`src/rtl/apb_reg_pkg.sv`:
```
// rtl/apb_reg_pkg.sv - shared constants, types and helpers for the APB register bank
package apb_reg_pkg;

    // Parameter ceilings for the bank
    localparam int MAX_RW  = 64;
    localparam int MAX_RO  = 64;
    localparam int MAX_IRQ = 32;

    // Word index width covering the largest RW or RO array
    localparam int IDX_W = $clog2((MAX_RW > MAX_RO) ? MAX_RW : MAX_RO);

    // Register map offsets within the 1 KiB window
    localparam logic [9:0] RO_BASE        = 10'h100;
    localparam logic [9:0] IRQ_STATUS_OFS = 10'h200;
    localparam logic [9:0] IRQ_ENABLE_OFS = 10'h204;
    localparam logic [9:0] IRQ_RAW_OFS    = 10'h208;

    // Transfer FSM: RESP is the single wait-state-terminating cycle
    typedef enum logic {
        IDLE = 1'b0,
        RESP = 1'b1
    } apb_state_e;

    // Expand the four byte strobes into a 32-bit bit mask
    function automatic logic [31:0] lane_mask(input logic [3:0] strb);
        return {{8{strb[3]}}, {8{strb[2]}}, {8{strb[1]}}, {8{strb[0]}}};
    endfunction

endpackage

```
`src/rtl/apb_irq_ctrl.sv`:
```
// rtl/apb_irq_ctrl.sv - rising-edge interrupt status with W1C clear, enable mask and level output
module apb_irq_ctrl #(
    parameter int N_IRQ = 8
) (
    input  logic             clk,
    input  logic             rst,
    input  logic [N_IRQ-1:0] irq_event,
    input  logic             status_wr,
    input  logic             enable_wr,
    input  logic [N_IRQ-1:0] wr_mask,
    input  logic [N_IRQ-1:0] wdata,
    output logic [N_IRQ-1:0] status,
    output logic [N_IRQ-1:0] enable,
    output logic             irq
);

    logic [N_IRQ-1:0] ev_d;
    logic [N_IRQ-1:0] rise;
    logic [N_IRQ-1:0] clr;

    // Rising edges and the W1C clear mask for this cycle
    always_comb begin
        rise = irq_event & ~ev_d;
        clr  = status_wr ? (wdata & wr_mask) : '0;
    end

    // Delay the sources by one cycle for edge detection
    always_ff @(posedge clk or posedge rst) begin
        if (rst) begin
            ev_d <= '0;
        end else begin
            ev_d <= irq_event;
        end
    end

    // Status bits: a rise in the same cycle as a clear keeps the bit set
    always_ff @(posedge clk or posedge rst) begin
        if (rst) begin
            status <= '0;
        end else begin
            status <= (status & ~clr) | rise;
        end
    end

    // Enable mask with byte-strobed writes
    always_ff @(posedge clk or posedge rst) begin
        if (rst) begin
            enable <= '0;
        end else if (enable_wr) begin
            enable <= (enable & ~wr_mask) | (wdata & wr_mask);
        end
    end

    // Registered level interrupt
    always_ff @(posedge clk or posedge rst) begin
        if (rst) begin
            irq <= 1'b0;
        end else begin
            irq <= |(status & enable);
        end
    end

endmodule

```
`src/rtl/apb_reg_bank.sv`:
```
// rtl/apb_reg_bank.sv - APB4 register bank with RW/RO arrays, W1C interrupts and one wait state
module apb_reg_bank
    import apb_reg_pkg::*;
#(
    parameter int                  N_RW     = 16,
    parameter int                  N_RO     = 4,
    parameter int                  N_IRQ    = 8,
    parameter int                  ADDR_W   = 20,
    parameter logic [N_RW*32-1:0]  RW_RESET = '0
) (
    input  logic                I_clk,
    input  logic                I_rst,
    input  logic [ADDR_W-1:0]   I_apb_paddr,
    input  logic                I_apb_psel,
    input  logic                I_apb_penable,
    input  logic                I_apb_pwrite,
    input  logic [31:0]         I_apb_pwdata,
    input  logic [3:0]          I_apb_pstrb,
    output logic                O_apb_pready,
    output logic [31:0]         O_apb_prdata,
    output logic                O_apb_pslverr,
    output logic                O_apb_int,
    output logic [N_RW*32-1:0]  O_rw_regs,
    output logic [N_RW-1:0]     O_wr_pulse,
    input  logic [N_RO*32-1:0]  I_ro_regs,
    input  logic [N_IRQ-1:0]    I_irq_event
);

    apb_state_e state_q;
    apb_state_e state_d;

    logic [31:0]      rw_q [N_RW];
    logic [9:0]       offset;
    logic [IDX_W-1:0] idx;
    logic [31:0]      wmask;
    logic             access;
    logic             wr_commit;
    logic             aligned;
    logic             rw_hit;
    logic             ro_hit;
    logic             st_hit;
    logic             en_hit;
    logic             raw_hit;
    logic             err;
    logic [31:0]      rdata;
    logic [N_IRQ-1:0] irq_status;
    logic [N_IRQ-1:0] irq_enable;
    logic [MAX_IRQ-1:0] status_word;
    logic [MAX_IRQ-1:0] enable_word;
    logic [MAX_IRQ-1:0] raw_word;
    logic             unused_paddr;

    // Upper address bits are decoded upstream by the bridge via psel
    assign unused_paddr = ^I_apb_paddr[ADDR_W-1:10];

    assign offset    = I_apb_paddr[9:0];
    assign idx       = offset[2 +: IDX_W];
    assign wmask     = lane_mask(I_apb_pstrb);
    assign access    = I_apb_psel & I_apb_penable & (state_q == IDLE);
    assign wr_commit = access & I_apb_pwrite & ~err;

    // Address decode and error classification
    always_comb begin
        aligned = (offset[1:0] == 2'b00);
        rw_hit  = (offset[9:8] == 2'b00) && (int'(idx) < N_RW);
        ro_hit  = (offset[9:8] == RO_BASE[9:8]) && (int'(idx) < N_RO);
        st_hit  = (offset == IRQ_STATUS_OFS);
        en_hit  = (offset == IRQ_ENABLE_OFS);
        raw_hit = (offset == IRQ_RAW_OFS);
        err     = !aligned
                  || !(rw_hit || ro_hit || st_hit || en_hit || raw_hit)
                  || (I_apb_pwrite && (ro_hit || raw_hit));
    end

    // Zero-extend the interrupt vectors to a full data word
    always_comb begin
        status_word = '0;
        enable_word = '0;
        raw_word    = '0;
        status_word[N_IRQ-1:0] = irq_status;
        enable_word[N_IRQ-1:0] = irq_enable;
        raw_word[N_IRQ-1:0]    = I_irq_event;
    end

    // Read multiplexer over all mapped registers
    always_comb begin
        rdata = '0;
        for (int i = 0; i < N_RW; i++) begin
            if (rw_hit && idx == IDX_W'(i)) begin
                rdata = rw_q[i];
            end
        end
        for (int j = 0; j < N_RO; j++) begin
            if (ro_hit && idx == IDX_W'(j)) begin
                rdata = I_ro_regs[32*j +: 32];
            end
        end
        if (st_hit) begin
            rdata = status_word;
        end
        if (en_hit) begin
            rdata = enable_word;
        end
        if (raw_hit) begin
            rdata = raw_word;
        end
    end

    // FSM state register
    always_ff @(posedge I_clk or posedge I_rst) begin
        if (I_rst) begin
            state_q <= IDLE;
        end else begin
            state_q <= state_d;
        end
    end

    // FSM next state: every access gets exactly one RESP cycle
    always_comb begin
        state_d = state_q;
        case (state_q)
            IDLE:    if (I_apb_psel && I_apb_penable) state_d = RESP;
            RESP:    state_d = IDLE;
            default: state_d = IDLE;
        endcase
    end

    // FSM output: ready only in RESP
    always_comb begin
        O_apb_pready = (state_q == RESP);
    end

    // Response data and error, captured at the end of the first access cycle
    always_ff @(posedge I_clk or posedge I_rst) begin
        if (I_rst) begin
            O_apb_prdata  <= '0;
            O_apb_pslverr <= 1'b0;
        end else if (access) begin
            O_apb_pslverr <= err;
            if (err) begin
                O_apb_prdata <= '0;
            end else if (!I_apb_pwrite) begin
                O_apb_prdata <= rdata;
            end
        end else begin
            O_apb_pslverr <= 1'b0;
        end
    end

    // RW register array with byte-lane writes
    always_ff @(posedge I_clk or posedge I_rst) begin
        if (I_rst) begin
            for (int i = 0; i < N_RW; i++) begin
                rw_q[i] <= RW_RESET[32*i +: 32];
            end
        end else if (wr_commit && rw_hit) begin
            for (int i = 0; i < N_RW; i++) begin
                if (idx == IDX_W'(i)) begin
                    rw_q[i] <= (rw_q[i] & ~wmask) | (I_apb_pwdata & wmask);
                end
            end
        end
    end

    // One-cycle write notification, aligned with the response cycle
    always_ff @(posedge I_clk or posedge I_rst) begin
        if (I_rst) begin
            O_wr_pulse <= '0;
        end else begin
            for (int i = 0; i < N_RW; i++) begin
                O_wr_pulse[i] <= wr_commit && rw_hit && (idx == IDX_W'(i));
            end
        end
    end

    for (genvar g = 0; g < N_RW; g++) begin : g_rw_out
        assign O_rw_regs[32*g +: 32] = rw_q[g];
    end

    apb_irq_ctrl #(
        .N_IRQ (N_IRQ)
    ) u_irq (
        .clk       (I_clk),
        .rst       (I_rst),
        .irq_event (I_irq_event),
        .status_wr (wr_commit & st_hit),
        .enable_wr (wr_commit & en_hit),
        .wr_mask   (wmask[N_IRQ-1:0]),
        .wdata     (I_apb_pwdata[N_IRQ-1:0]),
        .status    (irq_status),
        .enable    (irq_enable),
        .irq       (O_apb_int)
    );

endmodule

```
`config.mk`:
```
export PLATFORM = sky130hd
export DESIGN_NAME = apb_reg_bank
export DESIGN_NICKNAME = d
export VERILOG_FILES = /design/src/rtl/apb_reg_pkg.sv /design/src/rtl/apb_irq_ctrl.sv /design/src/rtl/apb_reg_bank.sv
export SDC_FILE = /design/constraint.sdc
export NUM_CORES = 1
export LEC_CHECK = 0
export BUFFER_PORTS_ARGS = -buffer_cell sky130_fd_sc_hd__buf_2
export CAP_MARGIN = 20
export CELL_PAD_IN_SITES_DETAIL_PLACEMENT = 0
export CELL_PAD_IN_SITES_GLOBAL_PLACEMENT = 1
export CORE_AREA = 2 2 297 299
export CTS_CLUSTER_DIAMETER = 30
export DETAILED_ROUTE_END_ITERATION = 6
export DIE_AREA = 0 0 299 301
export GPL_ROUTABILITY_DRIVEN = 1
export PLACE_DENSITY_LB_ADDON = 0.1
export SYNTH_ARGS = -nofsm -noshare
export SYNTH_HDL_FRONTEND = slang
export SYNTH_SLANG_ARGS = --single-unit
export TNS_END_PERCENT = 10
```
`constraint.sdc`:
```
create_clock -name I_clk -period 25.1 [get_ports I_clk]
set_clock_uncertainty 0.2 [all_clocks]
set_input_delay 2.51 -clock I_clk [delete_from_list [all_inputs] [get_ports I_clk]]
set_output_delay 2.51 -clock I_clk [all_outputs]
set_load 0.01 [all_outputs]
```
Word-level counts from Yosys, hierarchy flattened

Index checks and enable logic that the tools add are counted.

Register bits after elaboration: 587

$lt $le $gt $ge: 2
Equal/unequal tests: 20
Multiplexer cells: 29
Bitwise operators: 52
Reductions and logical operators: 71

Operator list:

| operator             | count |
|---|---|
| $mux 32              | 25 |
| $and 32x32->32       | 17 |
| $or 32x32->32        | 16 |
| $eq 6x4->1 const B   | 8 |
| $logic_and 1x1->1    | 41 |
| $and 8x8->8          | 5 |
| $reduce_and 2->1     | 17 |
| $not 32->32          | 1 |
| $eq 10x10->1 const B | 3 |
| $eq 6x3->1 const B   | 4 |
| $not 8->8            | 3 |
| $or 8x8->8           | 2 |
| $eq 6x2->1 const B   | 2 |
| $mux 8               | 1 |
| $reduce_or 8->1      | 1 |
| $logic_or 1x1->1     | 7 |
| $and 1x1->1          | 6 |
| $eq 6x1->1 const B   | 1 |
| $logic_not 6->1      | 1 |
| $lt 6x3->1 const B   | 1 |
| $lt 6x5->1 const B   | 1 |
| $logic_not 2->1      | 2 |
| $eq 2x1->1 const B   | 1 |
| $logic_not 1->1      | 2 |
| other kinds (4)      | 6 |

Longest topological paths before layout

Gate-level depths: netlist (run 1).

Word-level depth: 28
Mapped depth: 11
Depth with buffers taken out: 7

Hierarchy

Synthesis (run 1) repeated with hierarchy kept, for this count alone.

Cells, all modules: 2,367
Area, all modules: 28,981.5 um2

Modules (own cells, without submodules):

| module       | instances | cells each | area an instance (um2) | sequential area each (um2) |
|---|---|---|---|---|
| apb_reg_bank | 1         | 2,294      | 28,009.4               | 14,063.5 |
| apb_irq_ctrl | 1         | 73         | 972.2                  | 625.6 |

Least setup slack after synthesis (run 1)

OpenSTA, ideal clock, no wires.

Path type: input to register
Start: input port I_apb_paddr[7]
End: register (tool-made name)
Setup time: 128 ps
Data arrival time: 4,694 ps
Required time: 24,772 ps
Path slack: 20,078 ps
Cell stages on the path: 9
Path through: buf_2 > or4_4 > buf_4 > nor3_4 > a21o_4 > nand4_4 > buf_12 > nor2_4 > mux2_1

RTL lines:

| what        | RTL line           | text |
|---|---|---|
| from (decl) | apb_reg_bank.sv:13 | `input logic [ADDR_W-1:0] I_apb_paddr,` |

Final worst setup path (run 1)

Start: input port I_apb_paddr[4]
End: register O_apb_prdata[5]

Cells in the longest elaborated chain, start to end: 28
Elaborated cells on any way between the ends: 79
Those cells by class: order compare (2); eq/ne (19); mux (25); reduce/logical (33)

RTL lines:

| what                   | RTL line            | text |
|---|---|---|
| $lt 6x5->1             | apb_reg_bank.sv:65  | `rw_hit = (offset[9:8] == 2'b00) && (int'(idx) < N_RW);` |
| $logic_and 1x1->1      | apb_reg_bank.sv:65  |  |
| $logic_and 1x1->1      | apb_reg_bank.sv:89  | `if (rw_hit && idx == IDX_W'(i)) begin` |
| $mux 32 (16 in series) | apb_reg_bank.sv:89  |  |
| $mux 32 (4 in series)  | apb_reg_bank.sv:94  | `if (ro_hit && idx == IDX_W'(j)) begin` |
| $mux 32                | apb_reg_bank.sv:98  | `if (st_hit) begin` |
| $mux 32                | apb_reg_bank.sv:101 | `if (en_hit) begin` |
| $mux 32                | apb_reg_bank.sv:104 | `if (raw_hit) begin` |
| $mux 32                | apb_reg_bank.sv:142 | `end else if (!I_apb_pwrite) begin` |
| $mux 32                | apb_reg_bank.sv:140 | `if (err) begin` |
| to (signal assigned)   | apb_reg_bank.sv:143 | `O_apb_prdata <= rdata;` |
| to (decl)              | apb_reg_bank.sv:20  | `output logic [31:0] O_apb_prdata,` |

Parallel ways exist; a longest one is shown, timed or not. The select of a mux whose other input is x is not followed.
A chain may end at the register's enable or synchronous reset.

==> results_dict.tcl, run 1 <==
set metrics [dict create \
    cts_max_level 4 \
    initial_core_util 0.3334 \
    ctsHoldBuffers 0 \
    grt-ovfl-total 0 \
    clkSlewWorstSetupHoldPaths_ns 0.04 \
    syn-cell-area_mm2 0.02883 \
    num-fill-cells 8207 \
    place_area_mm2 0.03405 \
    synth_ff_type "dfrtp_1" \
    nets 3331 \
    crit_arrival_ns 6.40 \
    regArea_mm2 0.01469 \
    fmax_ghz 0.1681 \
    ctsResizeCount 0 \
    multi_input_area_mm2 0.01354 \
    num_vias 25501 \
    grt_pass1_wl_mm 218.3 \
    crit_chain "buf_2 > buf_4 > buf_4 > clkinv_1 > buf_4 > nor4_4 > buf_4 > a221oi_1 > a31oi_1 > o21ai_0 > a22oi_1" \
    layout_common_cells "buf_2, dfrtp_1, mux2_1" \
    crit_slowest_cell "nor4_4" \
    synth_area_leaders "dfrtp_1, mux2_1, mux2_2" \
    syn_inst 2316 \
    place_ws_ns 18.38 \
    max-slew-margin-rel 0.1906 \
    clkSinkCount 587 \
    path_max_fanout 23 \
    cp_slowest_stage_delay_ns 0.75 \
    synth_edf_count 0 \
    drive_gt1_frac 0.4475 \
    antenna_left 0 \
    grt_usage 0.3471 \
    die_h_um 301 \
    yosysWarnings 0 \
    critPathKind "in -> reg" \
    die_x_um 299 \
    clockBufferDepth 3 \
    setup_viol 0 \
    wirelength_mm 158.5 \
    insertion_delay_ns 0.74 \
    cp_data_required_time_ns 25.55 \
    drc 0 \
    start_kind "input pin" \
    grt_pass1_vias 26315 \
    drt_iter0_drc 2242 \
    peakVddDrop_mv 0.06165 \
    crit_top_cell "buf_4" \
    stdcell_area_mm2 0.03938 \
    yosysTopAreaCell "dfrtp_1" \
    cp_top_family "buffers and inverters" \
    final_common_cell "buf_2" \
    drv_slew 0 \
    std_cell_rows 108 \
    synth_cell_type_count 79 \
    io_pins 760 \
    core_mm2 0.08648 \
    areaGrowthSynthToFinish_pct 36.59 \
    dpl.hpwl_mm 112.8 \
    cts_made_buffers 160 \
    p_per_area_mw_per_mm2 77.92 \
    rsz0062_at_grt "no" \
    io_buffers 749 \
    status "finished clean" \
    die-area_mm2 0.09000 \
    worst_slack_ns 19.15 \
    ys_ff_latch 587 \
    max-cap-violations 0 \
    place.gp.congestion 0.9270 \
    ys_seq_area_frac 0.5094 \
    synthArstFlopShare 1.000 \
    antenna_found_initial 29 \
    p_leak_nw 20.45 \
    holdWs_ns 0.2139 \
    setup_tns_ns 0 \
    yosysTopAreaCellShare 0.5094 \
    hp-class "reg -> reg" \
    wire_per_inst_um 35.87 \
    vias_per_cell 5.769 \
    grt_max_degree 150 \
    firstDrtPassIters 5 \
    hold_viol 0 \
    cts_tree "built" \
    cts_setup_buffers 0 \
    critPathCaptureType "flop" \
    worst_slew_pin_slew_ns 1.211 \
    syn-num-nets 2513 \
    cts_root_buf "clkbuf_16" \
    avgSynthCellArea_um2 12.45 \
    fin_crit_ns 5.949 \
    min_period_over_period 0.2370 \
    crit_buf_inv 6 \
]
cell usage after synthesis, drive strengths merged (9+ instances only):
| cell | count |
|---|---|
| mux2i | 46 |
| o21ai | 113 |
| inv | 20 |
| clkbuf | 105 |
| mux2 | 555 |
| o2bb2ai | 14 |
| a22oi | 47 |
| a2bb2oi | 13 |
| nand3 | 51 |
| buf | 51 |
| nand3b | 9 |
| a22o | 18 |
| nand4 | 17 |
| dfrtp | 587 |
| nor3 | 39 |
| a221oi | 15 |
| o221ai | 13 |
| o211ai | 14 |
| nor2 | 150 |
| o22ai | 33 |
| mux4 | 36 |
| nand2b | 16 |
| nor2b | 13 |
| a21oi | 89 |
| nand2 | 95 |
| a211oi | 20 |
| a32oi | 16 |
| a31oi | 9 |
| nor4 | 12 |
logic make-up (layout without fill, tap and decap cells):
kind of cell,Yosys count,count (layout),synth area share
flip-flops,587,587,0.5094
other,0,7,0
buffers and inverters,178,1120,0.02582
AND/OR/NAND/NOR,433,433,0.09065
multiplexers,637,637,0.2608
AO/OA/AOI/OAI,481,481,0.1133
worst register-to-register path, cell delays in order, from the launching register on:
cell,delay (ns)
dfrtp_1,0.39
or2_2,0.35
inv_1,0.18
and2_1,0.42
nand4_4,0.74
nor2_2,0.96
mux2_2,0.42
area by class of cell:
class                           count  area share
Clock inverter                     60     0.01519
Tap cell                         1155     0.03669
Antenna cell                        7   0.0004448
Timing Repair Buffer              812      0.1095
Sequential cell                   587      0.3730
Inverter                           22    0.002287
Clock buffer                      226      0.1190
Multi-Input combinational cell   1551      0.3438
path summary, 6_finish.rpt:
kind	from	end	slack, ns	depth (start not counted)
worst max-delay path	I_apb_paddr[4]	O_apb_prdata[5]$_DFFE_PP0P_	19.15	11
worst min-delay path	u_irq.ev_d[7]$_DFF_PP0_	u_irq.status[7]$_DFF_PP0_	0.21	1
worst min register to register	u_irq.ev_d[7]$_DFF_PP0_	u_irq.status[7]$_DFF_PP0_	0.21	1
worst max register to register	O_apb_pready$_DFF_PP0_	flop	21.32	6
max in group asynchronous	I_rst	asynchronous set/reset pin	20.59	4
min in group asynchronous	I_rst	asynchronous set/reset pin	1.67	2
through the flow:
stage          instances  total power, mW    util
2_1_floorplan       2316            1.025       -
3_3_place_gp        4125            1.094  0.3936
3_5_place_dp        4126            1.095  0.3937
4_1_cts             4412            3.087  0.4549
5_1_grt             4417            3.152  0.4553
6_report            4420            3.069  0.4554
per-layer routing:
layer,vias to the layer above,wire length (um),global-route usage
met5,-,170,0
met1,13323,62900,0.4358
met4,26,6675,0.1475
li1,10469,-,-
met3,330,13780,0.09711
met2,1353,75020,0.5611
power by group:
part	switching (mW)	internal (mW)	total, mW	leakage (nW)
logic	0.0996	0.0308	0.130	9.69
clock network	0.613	1.37	1.99	2.61
registers	0.000528	0.951	0.952	8.14
total	0.714	2.36	3.07	20.4
Power figures use the tool's default switching activity.
==> inputs of run 2 (changes only) <==
CORE_AREA = 2 2 296 298   (was 2 2 297 299)
DIE_AREA = 0 0 298 300   (was 0 0 299 301)
clock period = 5 ns   (was 25.1 ns; I/O delays follow)
==> run 2 against run 1 <==
  * Core utilization rose by 1.2 points
  * Cell count up 1.5%
  * Sequential power increased to 5.0 times the previous value
  * Critical path depth is 1 lower
  * Non-clock buffer count up 75
  * Global-route usage up 0.097 points
  * Register-to-register slack lost 20 ns
  * Power grew to 5.2 times the previous value
  * Die area shrank 0.67%
  * Critical path type unchanged
  * Highest routed layer unchanged
==> results_dict.tcl, run 2 (synthesis results as in run 1) <==
set metrics [dict create \
    setup_tns_ns 0 \
    cts_made_buffers 155 \
    reg2reg_depth 6 \
    clkSlewWorstSetupHoldPaths_ns 0.04 \
    drc 0 \
    die-area_mm2 0.08940 \
    worstHoldStart "I_apb_pwdata[0]" \
    drt_iter0_drc 1969 \
    status "finished clean" \
    nets 3401 \
    peakVddDrop_mv 0.3100 \
    critPathCaptureType "flop" \
    wirelength_mm 158.9 \
    layout_common_cells "buf_2, dfrtp_1, mux2_1" \
    io_pins 760 \
    fmax_ghz 0.2425 \
    die_h_um 300 \
    crit_chain "dlygate4sd3_1 > buf_2 > nand2_1 > dlygate4sd3_1 > or2_2 > inv_1 > and2_1 > nand4_4 > nor2_2 > mux2_2" \
    utilization 0.4674 \
    p_leak_nw 20.87 \
    hp-class "in -> reg" \
    final_common_cell "buf_2" \
    wire_per_inst_um 35.41 \
    cts_max_level 4 \
    num-fill-cells 8103 \
    worst_slack_ns 0.8759 \
    ctsResizeCount 0 \
    regArea_mm2 0.01469 \
    io_buffers 749 \
    r2r_start "O_apb_pready$_DFF_PP0_" \
    antenna_left 0 \
    rsz0062_at_grt "no" \
    cts_tree "built" \
    antenna_found_initial 20 \
    reg2reg_slack_ns 1.43 \
    max-slew-margin-rel 0.3019 \
    start_kind "input pin" \
    drive_gt1_frac 0.4495 \
    crit_top_cell "dlygate4sd3_1" \
    grt-ovfl-total 0 \
    fin_crit_ns 4.124 \
    areaGrowthSynthToFinish_pct 39.76 \
    crit_arrival_ns 4.52 \
    crit_slowest_cell "nor2_2" \
    power.total_mw 15.93 \
    clkSinkCount 587 \
    worst_slew_pin_slew_ns 1.041 \
    die_x_um 298 \
    path_max_fanout 16 \
    grt_max_degree 121 \
    min_period_over_period 0.8248 \
    hold_depth 4 \
    num_vias 25881 \
    max-cap-violations 0 \
    critPathKind "in -> reg" \
    core_mm2 0.08621 \
    cp_data_required_time_ns 5.40 \
    clockBufferDepth 3 \
    setup_viol 0 \
    std_cell_rows 108 \
    firstDrtPassIters 7 \
    grt_pass1_vias 26622 \
    initial_core_util 0.3345 \
    drv_slew 0 \
    insertion_delay_ns 0.75 \
    multi_input_area_mm2 0.01354 \
    hold_viol 0 \
    dpl.hpwl_mm 114.4 \
    hold_end "u_irq.status[0]$_DFF_PP0_" \
    place.gp.congestion 0.9361 \
    p_per_area_mw_per_mm2 395.2 \
    vias_per_cell 5.768 \
    cp_slowest_stage_delay_ns 0.89 \
    place_ws_ns 0.7828 \
    grt_usage 0.3480 \
    grt_pass1_wl_mm 218.3 \
    cts_root_buf "clkbuf_16" \
]
-- run 2: final cells by class --
class / instances / share of cell area
clock buffer: 224 / 0.1160
timing repair buffer: 887 / 0.1238
antenna: 8 / 0.0004968
inverter: 22 / 0.002142
clock inverter: 53 / 0.02121
multi-input combinational: 1551 / 0.3359
sequential: 587 / 0.3645
tap: 1155 / 0.03586
-- run 2: power by group --
group          switching, mW  internal, mW  total (mW)
Clock                   3.04          7.42        10.5
Sequential           0.00238          4.78        4.78
Combinational          0.512         0.180       0.692
-- run 2: worst max path at each step --
stage                   start                     endpoint  slack [ns]  depth (start not counted)
5_1_grt            I_apb_psel                         flop        0.74                         10
3_5_place_dp   I_apb_paddr[7]                         flop        0.78                          6
3_3_place_gp   I_apb_paddr[7]                         flop        0.93                          6
2_1_floorplan           I_rst  O_apb_prdata[0]$_DFFE_PP0P_       -3.70                          1
6_report           I_apb_psel                         flop        0.88                         10
4_1_cts            I_apb_psel                         flop        0.91                         10
-- run 2: what timing repair did --
| action | CTS | global route |
|---|---|---|
| setup buffers | 0 | 0 |
| hold endpoints to repair | 63 | 0 |
| hold buffers | 35 | 0 |
-- run 2: layer usage --
layer | vias to the layer above | wire length (um) | GRT usage
met2 | 1322 | 75840 | 0.5720
met4 | 18 | 6162 | 0.1340
met5 | - | 119 | 0
met3 | 313 | 12520 | 0.09249
met1 | 13635 | 64230 | 0.4383
li1 | 10593 | - | -
-- run 2: stage by stage --
step | cell area, um2 | instances | hold slack (ns)
6_report | 40300 | 4487 | 0.03515
2_1_floorplan | 28840 | 2316 | 0.1996
3_5_place_dp | 34400 | 4167 | 0.2070
3_3_place_gp | 34400 | 4167 | 0.2073
5_1_grt | 40280 | 4481 | 0.03760
4_1_cts | 40280 | 4479 | 0.0008151
-- run 2: worst max-delay path: cells and delay by family --
kind,cells,cell delay (ns)
buffers and inverters,4,1.34
muxes,1,0.42
and+or+nand+nor,5,2.23
